===== config.mk =====
export PLATFORM = sky130hd
export DESIGN_NAME = imgproc_mm_arbiter
export DESIGN_NICKNAME = d
export VERILOG_FILES = /design/src/rtl/imgproc_mm_arbiter.sv
export SDC_FILE = /design/constraint.sdc
export NUM_CORES = 1
export LEC_CHECK = 0
export BUFFER_PORTS_ARGS = -buffer_cell sky130_fd_sc_hd__buf_2
export CAP_MARGIN = 40
export CORE_MARGIN = 4
export CORE_UTILIZATION = 45
export CTS_BUF_LIST = sky130_fd_sc_hd__clkbuf_2
export CTS_CLUSTER_DIAMETER = 40
export CTS_CLUSTER_SIZE = 14
export DETAILED_ROUTE_END_ITERATION = 10
export HOLD_SLACK_MARGIN = 0.15
export PLACE_DENSITY = 0.79
export SLEW_MARGIN = 15
export SYNTH_ARGS = -nofsm -noshare
export SYNTH_HDL_FRONTEND = slang
export SYNTH_SLANG_ARGS = --single-unit

===== constraint.sdc =====
create_clock -name clk -period 1.7 [get_ports clk]
set_input_delay 0.085 -clock clk [delete_from_list [all_inputs] [get_ports clk]]
set_output_delay 0.085 -clock clk [all_outputs]
set_load 0.1 [all_outputs]

===== src/rtl/imgproc_mm_arbiter.sv =====
// imgproc_mm_arbiter: round-robin arbiter sharing the image-processor Avalon-MM slave between two masters,
// spacing transactions so s_read is never high two cycles running.
module imgproc_mm_arbiter #(
  parameter int ADDR_W     = 3,
  parameter int DATA_W     = 32,
  parameter int GAP_CYCLES = 1
) (
  input  logic              clk,
  input  logic              reset_n,
  input  logic              m0_chipselect,
  input  logic              m0_read,
  input  logic              m0_write,
  input  logic [ADDR_W-1:0] m0_address,
  input  logic [DATA_W-1:0] m0_writedata,
  output logic              m0_waitrequest,
  output logic [DATA_W-1:0] m0_readdata,
  output logic              m0_readdatavalid,
  input  logic              m1_chipselect,
  input  logic              m1_read,
  input  logic              m1_write,
  input  logic [ADDR_W-1:0] m1_address,
  input  logic [DATA_W-1:0] m1_writedata,
  output logic              m1_waitrequest,
  output logic [DATA_W-1:0] m1_readdata,
  output logic              m1_readdatavalid,
  output logic              s_chipselect,
  output logic              s_read,
  output logic              s_write,
  output logic [ADDR_W-1:0] s_address,
  output logic [DATA_W-1:0] s_writedata,
  input  logic [DATA_W-1:0] s_readdata
);
  localparam int CW = GAP_CYCLES > 1 ? $clog2(GAP_CYCLES) : 1;
  typedef enum logic [1:0] {IDLE, CMD, RESP, GAP} state_t;
  state_t state_q, state_d;
  logic s_chipselect_q, s_chipselect_d, s_read_q, s_read_d, s_write_q, s_write_d;
  logic [ADDR_W-1:0] s_address_q, s_address_d;
  logic [DATA_W-1:0] s_writedata_q, s_writedata_d;
  logic [DATA_W-1:0] m0_readdata_q, m0_readdata_d, m1_readdata_q, m1_readdata_d;
  logic m0_readdatavalid_q, m0_readdatavalid_d, m1_readdatavalid_q, m1_readdatavalid_d;
  logic last_grant_q, last_grant_d, grant_q, grant_d;
  logic [CW-1:0] gap_cnt_q, gap_cnt_d;
  logic req0, req1, gnt, accept;
  assign s_chipselect     = s_chipselect_q;
  assign s_read           = s_read_q;
  assign s_write          = s_write_q;
  assign s_address        = s_address_q;
  assign s_writedata      = s_writedata_q;
  assign m0_readdata      = m0_readdata_q;
  assign m1_readdata      = m1_readdata_q;
  assign m0_readdatavalid = m0_readdatavalid_q;
  assign m1_readdatavalid = m1_readdatavalid_q;
  assign req0   = m0_chipselect & (m0_read | m0_write);
  assign req1   = m1_chipselect & (m1_read | m1_write);
  assign gnt    = (req0 & req1) ? ~last_grant_q : req1;
  assign accept = (state_q == IDLE) & (req0 | req1);
  assign m0_waitrequest = ~(reset_n & accept & ~gnt);
  assign m1_waitrequest = ~(reset_n & accept & gnt);
  always_comb begin
    state_d            = state_q;
    s_chipselect_d     = 1'b0;
    s_read_d           = 1'b0;
    s_write_d          = 1'b0;
    s_address_d        = s_address_q;
    s_writedata_d      = s_writedata_q;
    m0_readdata_d      = m0_readdata_q;
    m1_readdata_d      = m1_readdata_q;
    m0_readdatavalid_d = 1'b0;
    m1_readdatavalid_d = 1'b0;
    last_grant_d       = last_grant_q;
    grant_d            = grant_q;
    gap_cnt_d          = gap_cnt_q;
    case (state_q)
      IDLE: if (accept) begin
        state_d        = CMD;
        s_chipselect_d = 1'b1;
        s_read_d       = gnt ? m1_read : m0_read;
        s_write_d      = ~s_read_d;
        s_address_d    = gnt ? m1_address : m0_address;
        s_writedata_d  = gnt ? m1_writedata : m0_writedata;
        last_grant_d   = gnt;
        grant_d        = gnt;
      end
      CMD: begin
        state_d   = s_read_q ? RESP : GAP;
        gap_cnt_d = CW'(GAP_CYCLES - 1);
      end
      RESP: begin
        m0_readdata_d      = grant_q ? m0_readdata_q : s_readdata;
        m1_readdata_d      = grant_q ? s_readdata : m1_readdata_q;
        m0_readdatavalid_d = ~grant_q;
        m1_readdatavalid_d = grant_q;
        state_d            = GAP;
      end
      default: begin
        state_d   = (gap_cnt_q == '0) ? IDLE : GAP;
        gap_cnt_d = (gap_cnt_q == '0) ? gap_cnt_q : gap_cnt_q - CW'(1);
      end
    endcase
  end
  always_ff @(posedge clk) begin
    if (!reset_n) begin
      state_q            <= IDLE;
      s_chipselect_q     <= 1'b0;
      s_read_q           <= 1'b0;
      s_write_q          <= 1'b0;
      s_address_q        <= '0;
      s_writedata_q      <= '0;
      m0_readdata_q      <= '0;
      m1_readdata_q      <= '0;
      m0_readdatavalid_q <= 1'b0;
      m1_readdatavalid_q <= 1'b0;
      last_grant_q       <= 1'b1;
      grant_q            <= 1'b0;
      gap_cnt_q          <= '0;
    end else begin
      state_q            <= state_d;
      s_chipselect_q     <= s_chipselect_d;
      s_read_q           <= s_read_d;
      s_write_q          <= s_write_d;
      s_address_q        <= s_address_d;
      s_writedata_q      <= s_writedata_d;
      m0_readdata_q      <= m0_readdata_d;
      m1_readdata_q      <= m1_readdata_d;
      m0_readdatavalid_q <= m0_readdatavalid_d;
      m1_readdatavalid_q <= m1_readdatavalid_d;
      last_grant_q       <= last_grant_d;
      grant_q            <= grant_d;
      gap_cnt_q          <= gap_cnt_d;
    end
  end
endmodule


==> metrics <==
outcome complete, but fails checks; failing checks negative setup slack; biggest area contributors in the synthesized netlist dfxtp_1 (50%), nand2_1 (11%), a21oi_1 (7.5%); setup repair after global routing missed its margin true; count of pins on the block boundary 216; largest incremental delay on the critical path 0.42 ns; Worst Path Required 1.62 ns; Placement Rows 35; initial standard-cell utilization of the core 46.6%; post-layout worst setup margin -0.244 ns; global-route usage over all layers 31.1%; Setup TNS Final -1.04 ns; via count 5,866; initial antenna violation count 0; normalized max-slew margin 44.5%; final number of setup-violating endpoints 15; slew at the pin closest to its max-slew limit 0.829 ns; distinct cell type count of the synthesized netlist 33; port bufs 215; startpoint class of the critical path flop; final total power 12.0 mW; cell family contributing the most delay on the critical path compound AO/OA/AOI/OAI gates; post-synth top area share 49.7%; fin nets 992; GRT Residual Overflow 0; number of violations of the max-capacitance limit 0; Crit path arrival time 1.86 ns; portion of the post-synthesis area used by sequential elements 49.7%; number of violations reported at the end of detailed-routing iteration 0 568; leakage 3.29 nW; H-tree level count 3; fraction of layout instances using a drive strength above 1 33.5%; average instance area after synthesis 8.08 um^2; largest fanout of any net on the critical path 3; Buf/Inv on CP 2; flip-flop and latch count after synthesis 108; largest net degree at the start of global routing 67; share of flip-flops with an asynchronous set or reset after synthesis 0%; path type of the worst min-delay path primary input to flop; routability congestion estimate from global placement 0.865; Max VDD drop 0.00150 V; most frequently used cell type in the post-synthesis netlist nand2_1; placeable core area 9330 um^2; ordered list of cells on the worst path inv_2 -> ha_4 -> o211a_4 -> o21ai_4 -> a21o_2 -> buf_12; Tmin final 1.94 ns; cell taking the most area after synthesis dfxtp_1; TritonCTS Sinks 108; clock tree from TritonCTS yes; commonest cells in the synthesized netlist nand2_1 (133), dfxtp_1 (108), a21oi_1 (65), o21ai_0 (37), nand3_1 (36); drt total wl 19,600 um; first-pass GRT wire length 28,100 um; crit share post-route 114%; final antenna-violating net count 0; Mapped Nets 652; maximum buffer depth of the clock tree 2; slowest cell on the critical path dfxtp_2; count of yosys warnings during synthesis 0; worst skew pair latency 0.57 ns; fill count 556; floorplan die area 11,300 um^2; DRC violation count after routing 0; antenna cell count 0; detailed placer's ending HPWL 9590 um; post-route standard cell area excluding fillers 7380 um^2; Die Width 106 um; Die Y-Extent 106 um; area of combinational cells with multiple inputs 2000 um^2; power per unit of standard cell area 1630 nW/um^2; post-DR wirelength/cell 19.3 um; number of synthesized flops with an enable pin 0; final max-slew violation count 0; total CTS buffers 9; most common flop cell mapped by yosys dfxtp_1; Worst Clk Skew 0.0417 ns; worst hold margin 0.165 ns; max frequency 0.514 GHz; via count of the first global-routing pass 5,622; clock slew seen by the registers of the worst setup and hold paths 0.33 ns; netlist area before placement 4350 um^2; register area 2170 um^2; Crit Path Category flop to primary output; cell count after synthesis 538; number of optimization iterations in the first detailed-route pass 6; Fin. Hold Viols 0; Root Buffer Master clkbuf_2; standard cell area after detailed placement 5580 um^2; endpoint class of the critical path primary output; Area Growth Syn to Fin 69.7%; vias per inst 5.80
path summary, 6_finish.rpt:
path                        start         endpoint  slack (ns)  cells past startpoint
setup / recovery       state_q[1]   m0_waitrequest       -0.24                      6
setup reg to reg       state_q[1]  s_writedata[15]       -0.17                      7
hold reg to reg   m0_readdata[27]  m0_readdata[27]        0.47                      2
hold / removal           m0_write          s_write        0.16                      4
stage by stage:
step	setup WS, ns	util [%]	instances
floorplan	0.0283	-	538
global placement	0.189	59.8	847
detailed placement	0.0902	59.8	847
CTS	-0.181	77.4	1007
global route	-0.276	79.1	1012
finish	-0.244	79.1	1012
layer usage:
| layer | GRT usage (%) | wire length, um |
|---|---|---|
| met1 | 34.0 | 6680 |
| met2 | 53.8 | 9290 |
| met3 | 7.53 | 2220 |
| met4 | 19.5 | 1360 |
| met5 | 0 | 0 |
final cells by class:
cell class	count	area share, %
clock inverter	7	1.75
timing repair buffer	383	38.7
multi-input combinational	370	27.1
inverter	6	0.305
sequential	108	29.3
tap	129	2.19
clock buffer	9	0.610
where the power goes:
| group | internal, mW | total, mW | leakage, nW | switching [mW] |
|---|---|---|---|---|
| Clock | 0.660 | 1.55 | 0.0966 | 0.889 |
| Combinational | 1.76 | 7.09 | 2.32 | 5.33 |
| Sequential | 3.05 | 3.39 | 0.882 | 0.340 |
| Total | 5.47 | 12.0 | 3.29 | 6.56 |
worst reg2reg max path: stages (launching register included):
cell     delay, ns
dfxtp_2       0.42
inv_2         0.07
ha_4          0.18
o211a_4       0.15
buf_4         0.16
buf_6         0.19
o31ai_1       0.45
a31oi_1       0.14
logic make-up (layout without fill, tap and decap cells):
| family | after synthesis | after routing | share of synthesized area, % |
|---|---|---|---|
| AO/OA/AOI/OAI | 184 | 184 | 25.0 |
| adder cells (fa/ha/maj) | 4 | 4 | 1.15 |
| buffers and inverters | 60 | 405 | 6.59 |
| flip-flops | 108 | 108 | 49.7 |
| multiplexers | 1 | 1 | 0.230 |
| AND/OR/NAND/NOR | 181 | 181 | 17.3 |
flip-flops by register name, indices dropped and copies added, names as in the netlist:
signal and cells:
m0_readdata 32, s_writedata 32, m1_readdatavalid 1, state_q 2, grant_q 1, m0_readdatavalid 1, s_chipselect 1, s_write 1
last_grant_q 1, s_address 3, s_read 1, m1_readdata 32
cells in the final DEF (no fill, tap or decap), types with 2 or more instances in the layout:
cell / instances
dlygate4sd3_1: 124
inv_2: 3
clkbuf_16: 3
o31ai_2: 2
bufinv_16: 3
dfxtp_2: 3
o21ai_0: 36
buf_12: 10
inv_1: 3
a21oi_1: 65
buf_6: 5
dfxtp_1: 105
buf_2: 213
o211a_4: 3
buf_4: 27
nand3_1: 36
inv_8: 2
nand2_1: 132
clkbuf_2: 9
o31ai_1: 33
ha_1: 3
nor2_1: 2
a31oi_1: 33
and2_1: 2
repair_timing:
action	4_1_cts	5_1_grt
resized for setup	11	26
hold buffers	139	2
endpoints found under the hold margin	106	3
pin swaps	0	17
gates cloned	0	3
endpoints found under the setup margin	2	34
setup buffers	5	17
Power figures use the tool's default switching activity.
